--- src/rtl/money_collect.sv ---
`default_nettype none
// ============================================================================
// money_collect: coin accumulation, price check and 50/10/1 change payout.
// Rev 1.0
// ============================================================================
module money_collect #(
  parameter int MONEY_MAX = 200
) (
  input  logic       clk,
  input  logic       rst,
  input  logic       coin_valid,
  input  logic [1:0] coin_den,
  output logic       coin_ready,
  output logic       coin_reject,
  input  logic [1:0] ticketType,
  input  logic [1:0] ticketCount,
  input  logic       confirm,
  input  logic       cancel,
  output logic [7:0] money,
  output logic [7:0] moneyReturn,
  output logic       ticket_out,
  output logic       err_insufficient,
  output logic       change_valid,
  output logic [1:0] change_den,
  input  logic       change_ack,
  output logic       done
);

  typedef enum logic [1:0] {
    ST_COLLECT  = 2'd0,
    ST_CHECK    = 2'd1,
    ST_DISPENSE = 2'd2,
    ST_DONE     = 2'd3
  } state_t;

  localparam logic [8:0] c_money_max = 9'(MONEY_MAX);

  function automatic logic [7:0] den_value(input logic [1:0] den);
    case (den)
      2'b00:   den_value = 8'd1;
      2'b01:   den_value = 8'd10;
      2'b10:   den_value = 8'd50;
      default: den_value = 8'd0;
    endcase
  endfunction

  function automatic logic [1:0] pick_den(input logic [7:0] amt);
    if (amt >= 8'd50)      pick_den = 2'b10;
    else if (amt >= 8'd10) pick_den = 2'b01;
    else                   pick_den = 2'b00;
  endfunction

  state_t     state_q;
  logic [7:0] money_q;
  logic [7:0] ret_q;
  logic [7:0] rem_q;
  logic       ret_clear_q;
  logic       coin_ready_q;
  logic       coin_reject_q;
  logic       ticket_q;
  logic       err_q;
  logic       change_valid_q;
  logic [1:0] change_den_q;
  logic       done_q;

  logic       coin_take;
  logic       coin_fits;
  logic [8:0] coin_sum;
  logic [7:0] money_d;
  logic [3:0] price;
  logic       price_ok;
  logic [7:0] change_d;
  logic [7:0] rem_d;

  always_comb begin
    coin_take = coin_valid & coin_ready_q & (state_q == ST_COLLECT);
    coin_sum  = {1'b0, money_q} + {1'b0, den_value(coin_den)};
    coin_fits = (coin_den != 2'b11) && (coin_sum <= c_money_max);
    money_d   = (coin_take && coin_fits) ? coin_sum[7:0] : money_q;
    price     = {2'b00, ticketType} * {2'b00, ticketCount};
    price_ok  = (price != 4'd0) && (money_q >= {4'b0000, price});
    change_d  = money_q - {4'b0000, price};
    rem_d     = rem_q - den_value(change_den_q);
  end

  always_ff @(posedge clk or negedge rst) begin
    if (!rst) begin
      state_q        <= ST_COLLECT;
      money_q        <= 8'd0;
      ret_q          <= 8'd0;
      rem_q          <= 8'd0;
      ret_clear_q    <= 1'b0;
      coin_ready_q   <= 1'b0;
      coin_reject_q  <= 1'b0;
      ticket_q       <= 1'b0;
      err_q          <= 1'b0;
      change_valid_q <= 1'b0;
      change_den_q   <= 2'b00;
      done_q         <= 1'b0;
    end else begin
      coin_reject_q <= 1'b0;
      ticket_q      <= 1'b0;
      err_q         <= 1'b0;
      done_q        <= 1'b0;
      case (state_q)
        ST_COLLECT: begin
          money_q <= money_d;
          if (coin_take) begin
            coin_reject_q <= ~coin_fits;
            // moneyReturn from the previous transaction stays visible until new money arrives
            if (coin_fits && ret_clear_q) begin
              ret_q       <= 8'd0;
              ret_clear_q <= 1'b0;
            end
          end
          if (cancel) begin
            ret_q        <= money_d;
            rem_q        <= money_d;
            ret_clear_q  <= 1'b0;
            coin_ready_q <= 1'b0;
            if (money_d == 8'd0) begin
              state_q <= ST_DONE;
            end else begin
              state_q        <= ST_DISPENSE;
              change_valid_q <= 1'b1;
              change_den_q   <= pick_den(money_d);
            end
          end else if (confirm) begin
            state_q      <= ST_CHECK;
            coin_ready_q <= 1'b0;
          end else begin
            coin_ready_q <= 1'b1;
          end
        end

        ST_CHECK: begin
          if (price_ok) begin
            ticket_q    <= 1'b1;
            ret_q       <= change_d;
            rem_q       <= change_d;
            ret_clear_q <= 1'b0;
            if (change_d == 8'd0) begin
              state_q <= ST_DONE;
            end else begin
              state_q        <= ST_DISPENSE;
              change_valid_q <= 1'b1;
              change_den_q   <= pick_den(change_d);
            end
          end else begin
            err_q        <= 1'b1;
            state_q      <= ST_COLLECT;
            coin_ready_q <= 1'b1;
          end
        end

        ST_DISPENSE: begin
          if (change_valid_q && change_ack) begin
            rem_q <= rem_d;
            if (rem_d == 8'd0) begin
              change_valid_q <= 1'b0;
              state_q        <= ST_DONE;
            end else begin
              change_den_q <= pick_den(rem_d);
            end
          end
        end

        ST_DONE: begin
          done_q       <= 1'b1;
          money_q      <= 8'd0;
          ret_clear_q  <= 1'b1;
          coin_ready_q <= 1'b1;
          state_q      <= ST_COLLECT;
        end

        default: begin
          state_q <= ST_COLLECT;
        end
      endcase
    end
  end

  assign coin_ready       = coin_ready_q;
  assign coin_reject      = coin_reject_q;
  assign money            = money_q;
  assign moneyReturn      = ret_q;
  assign ticket_out       = ticket_q;
  assign err_insufficient = err_q;
  assign change_valid     = change_valid_q;
  assign change_den       = change_den_q;
  assign done             = done_q;

endmodule
`default_nettype wire

--- config.mk ---
export PLATFORM = sky130hd
export DESIGN_NAME = money_collect
export DESIGN_NICKNAME = d
export VERILOG_FILES = /design/src/rtl/money_collect.sv
export SDC_FILE = /design/constraint.sdc
export NUM_CORES = 1
export LEC_CHECK = 0
export CORE_UTILIZATION = 50
export CTS_CLUSTER_DIAMETER = 150
export CTS_CLUSTER_SIZE = 8
export DETAILED_ROUTE_END_ITERATION = 10
export GPL_TIMING_DRIVEN = 0
export PLACE_DENSITY = 0.72
export SLEW_MARGIN = 20
export SYNTH_ARGS = -nofsm -noshare
export SYNTH_HDL_FRONTEND = slang
export SYNTH_SLANG_ARGS = --single-unit
--- constraint.sdc ---
create_clock -name clk -period 3.58 [get_ports clk]
set_input_delay 0.716 -clock clk [delete_from_list [all_inputs] [get_ports clk]]
set_output_delay 0.716 -clock clk [all_outputs]
set_load 0.005 [all_outputs]
==> metrics.md <==
| Metric | Value |
|---|---|
| Initial antenna violation count | 0 |
| Worst Hold Class | input port to async pin |
| Row cnt | 30 |
| Total clock sinks | 35 |
| DP Wirelength | 8170 um |
| Outcome | finished, final reports clean |
| Worst r2r src | change_den[0]$_DFFE_PN0P_ |
| Synth cell types | 77 |
| CP max stage delay | 0.38 ns |
| R2R depth | 12 |
| Least-Margin Pin Slew | 0.601 ns |
| # Max-Cap Violations | 0 |
| CTS tree | done |
| Final hold violation count | 0 |
| Critical path class | input port to register |
| Area delta synth->final | 27.0% |
| Mapped cell area | 0.00352 mm^2 |
| Final worst setup slack | approximately 0.095 ns |
| Post-Syn Nets | 470 |
| Initial core utilization | around 52% |
| Initial detailed-routing violation count | approximately 310 |
| Synth area leader | dfrtp_1 |
| Commonest non-fill, non-tap cell in the layout | dfrtp_1 |
| Post-route design area | 0.00447 mm^2 |
| Vias in the first global route | 3436 |
| Synth Register Bits | 35 |
| Finished Core Util | 65.8% |
| Die X | 85.9 um |
| Async set-reset flop share out of synthesis | 100% |
| CTS Root Cell | clkbuf_8 |
| R2R setup slack | 0.20 ns |
| Reg clk slew, reported paths | 0.08 ns |
| Router iterations before antenna repair | 4 |
| Post-synthesis sequential area ratio | about a quarter |
| Core region area | 0.00679 mm^2 |
| Number of I/O port buffers | 35 |
| Post-DR wirelength/cell | 18.6 um |
| Area occupied by multi-input gates | ~0.0026 mm^2 |
| Fmax | 287 MHz |
| Final setup viols | 0 |
| Worst EP arrival | 3.68 ns |
| Clk_skew | 0.00403 ns |
| Worst Setup End Kind | register |
| Largest net degree at the start of global routing | 31 |
| Setup WS pre-CTS | -1.11 ns |
| Die height | 85.9 um |
| CTS H-tree lvls | 2 |
| Synth top area share | 24.9% |
| # DRC | 0 |
| Critical path peak fanout | 4 |
| Worst path cell trace | buf_2, and2_4, ha_4, inv_2, ha_4, inv_2, ha_4, and2b_2, o22ai_4, a32o_2, a2111o_1, buf_6, a41o_1, or3_4, a211o_1, o21a_1 |
| Syn. warnings | 0 |
| Antenna Nets Post-Route | 0 |
| Global route overflow | 0 |
| Die ar. | 0.00738 mm^2 |
| Mapped Avg Cell Area | 8.23 um^2 |
| Critical path launch point type | input port |
| Antenna Cells | 0 |
| Slowest-stage cell, CP | a2111o_1 |
| Unrepaired setup endpoints after global routing | yes |
| Crit path time final | 3.48 ns |
| Max-slew violation count | 0 |
| Lkg Pwr | 1.90 nW |
| Crit path required time | 3.77 ns |
| Post-synth top flop | dfrtp_1 |
| Placed cell count | 560 |
| Filler cell count | 594 |
| Overall Global Routing Usage | 30.8% |
| Dpl cell area | 0.00405 mm^2 |
| DR vias/cell | slightly above 6 |
| First-pass GRT wire length | 17800 um |
| Nets | 533 |
| Mapped Cells | 428 |
| Layout Cells excl Fill | 588 |
| Total CTS buffers | 5 |
| Slew HR | between 50% and 60% |
| Clock buffer depth | 2 |
| Drt total wl | 10900 um |
| Period utilisation layout | 97.3% |
| Most used cell, CP | ha_4 |
| Worst vdd ir | 401 uV |
| GPL Wtd Cong | 0.884 |
| Pwr dens | between 1000 and 1500 mW/mm^2 |
| Post-synth EDFFs | 0 |
| Seq. cell area | 876 um^2 |
| IO Pins | 36 |
| Overall power | 4.76 mW |
| Synth top area cells | dfrtp_1, ha_1, o21ai_0, nand2_1, xnor2_1 |
| Vias | between 3000 and 4000 |
| Proportion of layout cells with a drive suffix above 1 | 19.9% |
| Most frequent cells in the layout | dfrtp_1, nand2_1, clkdlybuf4s50_1, nor2_1, o21ai_0 |
| Crit Reg-Reg Endpoint | state_q[0]$_DFFE_PN0P_ |
| Clock Latency Late Sink | 0.30 ns |
-- flip-flops by register name, indices dropped and copies added, names as in the netlist, 2 cells and up --
signal,count
money,8
moneyReturn,8
state_q,2
rem_q,8
change_den,2
-- power breakdown --
part           switching (mW)  internal, mW  total [mW]
clock network           0.164         0.226       0.389
registers               0.142         0.568       0.710
logic                    2.06          1.59        3.66
total                    2.37          2.39        4.76
-- worst max path at each step --
stage,startpoint,to,slack (ns),cells past startpoint
3_3_place_gp,coin_den[0],change_den[0]$_DFFE_PN0P_,-1.12,14
5_1_grt,ticketType[0],change_den[0]$_DFFE_PN0P_,-0.01,16
4_1_cts,ticketType[0],change_den[0]$_DFFE_PN0P_,0.0001,16
2_1_floorplan,ticketType[1],change_den[0]$_DFFE_PN0P_,-0.01,15
6_report,ticketType[0],change_den[0]$_DFFE_PN0P_,0.1,16
3_5_place_dp,coin_den[1],change_den[0]$_DFFE_PN0P_,-1.11,14
-- final cells by class --
type,instances,area share (%)
tap,96,2.69
clock inverter,2,0.783
clock buffer,6,1.85
sequential,35,19.6
inverter,28,2.35
multi-input combinational,344,58.9
buffer,21,2.55
timing repair buffer,56,11.3
-- cell usage after synthesis (all sizes together), types with 4 or more instances --
| master | count |
|---|---|
| dfrtp | 35 |
| nand2 | 34 |
| o21ai | 29 |
| nor2 | 28 |
| ha | 27 |
| inv | 27 |
| a21oi | 21 |
| and3 | 13 |
| xnor2 | 13 |
| buf | 11 |
| nand3 | 11 |
| clkbuf | 10 |
| nand2b | 8 |
| o21a | 8 |
| o31ai | 8 |
| or3 | 8 |
| xor2 | 8 |
| a31oi | 7 |
| and2 | 7 |
| nor2b | 7 |
| nand3b | 6 |
| or2 | 6 |
| a22oi | 5 |
| nand4 | 5 |
| nor3 | 5 |
| nor4 | 5 |
| a22o | 4 |
| o21bai | 4 |
| o22ai | 4 |
-- layer usage --
layer  part of all wire, %  track usage (%)  wire length (um)
met5                     0                0                 0
met4                   2.9             12.3               319
met3                   4.7             3.37               515
met2                    49             51.8              5370
met1                    43             40.4              4720
-- cell families after synthesis --
family | Yosys count | share of synthesized area, %
DFF | 35 | 24.9
xor gates and xnor gates | 21 | 5.22
adders and majority gates | 30 | 11.3
and+or+nand+nor | 154 | 23.5
AOI/OAI and AO/OA | 136 | 28.3
muxes | 3 | 0.888
buffers and inverters | 49 | 5.86
-- worst max-delay path: cells and delay by family --
| kind | cells | cell delay [ns] |
|---|---|---|
| simple gates | 3 | 0.67 |
| compound gates | 6 | 1.35 |
| buf+inv | 4 | 0.29 |
| fa+ha+maj | 3 | 0.65 |
-- through the flow --
step / setup TNS (ns) / hold WS [ns]
2_1_floorplan: -0.0103 / 0.420
3_3_place_gp: -21.97 / 0.477
3_5_place_dp: -23.04 / 0.483
4_1_cts: 0 / 0.233
5_1_grt: -0.0110 / 0.231
6_report: 0 / 0.230
-- repair_timing --
item,CTS,global route
hold buffers,0,0
pin swaps,18,12
setup buffers,19,1
setup endpoints to repair,30,20
resized for setup,44,14
Note: power is estimated with default switching activity, not from simulation.
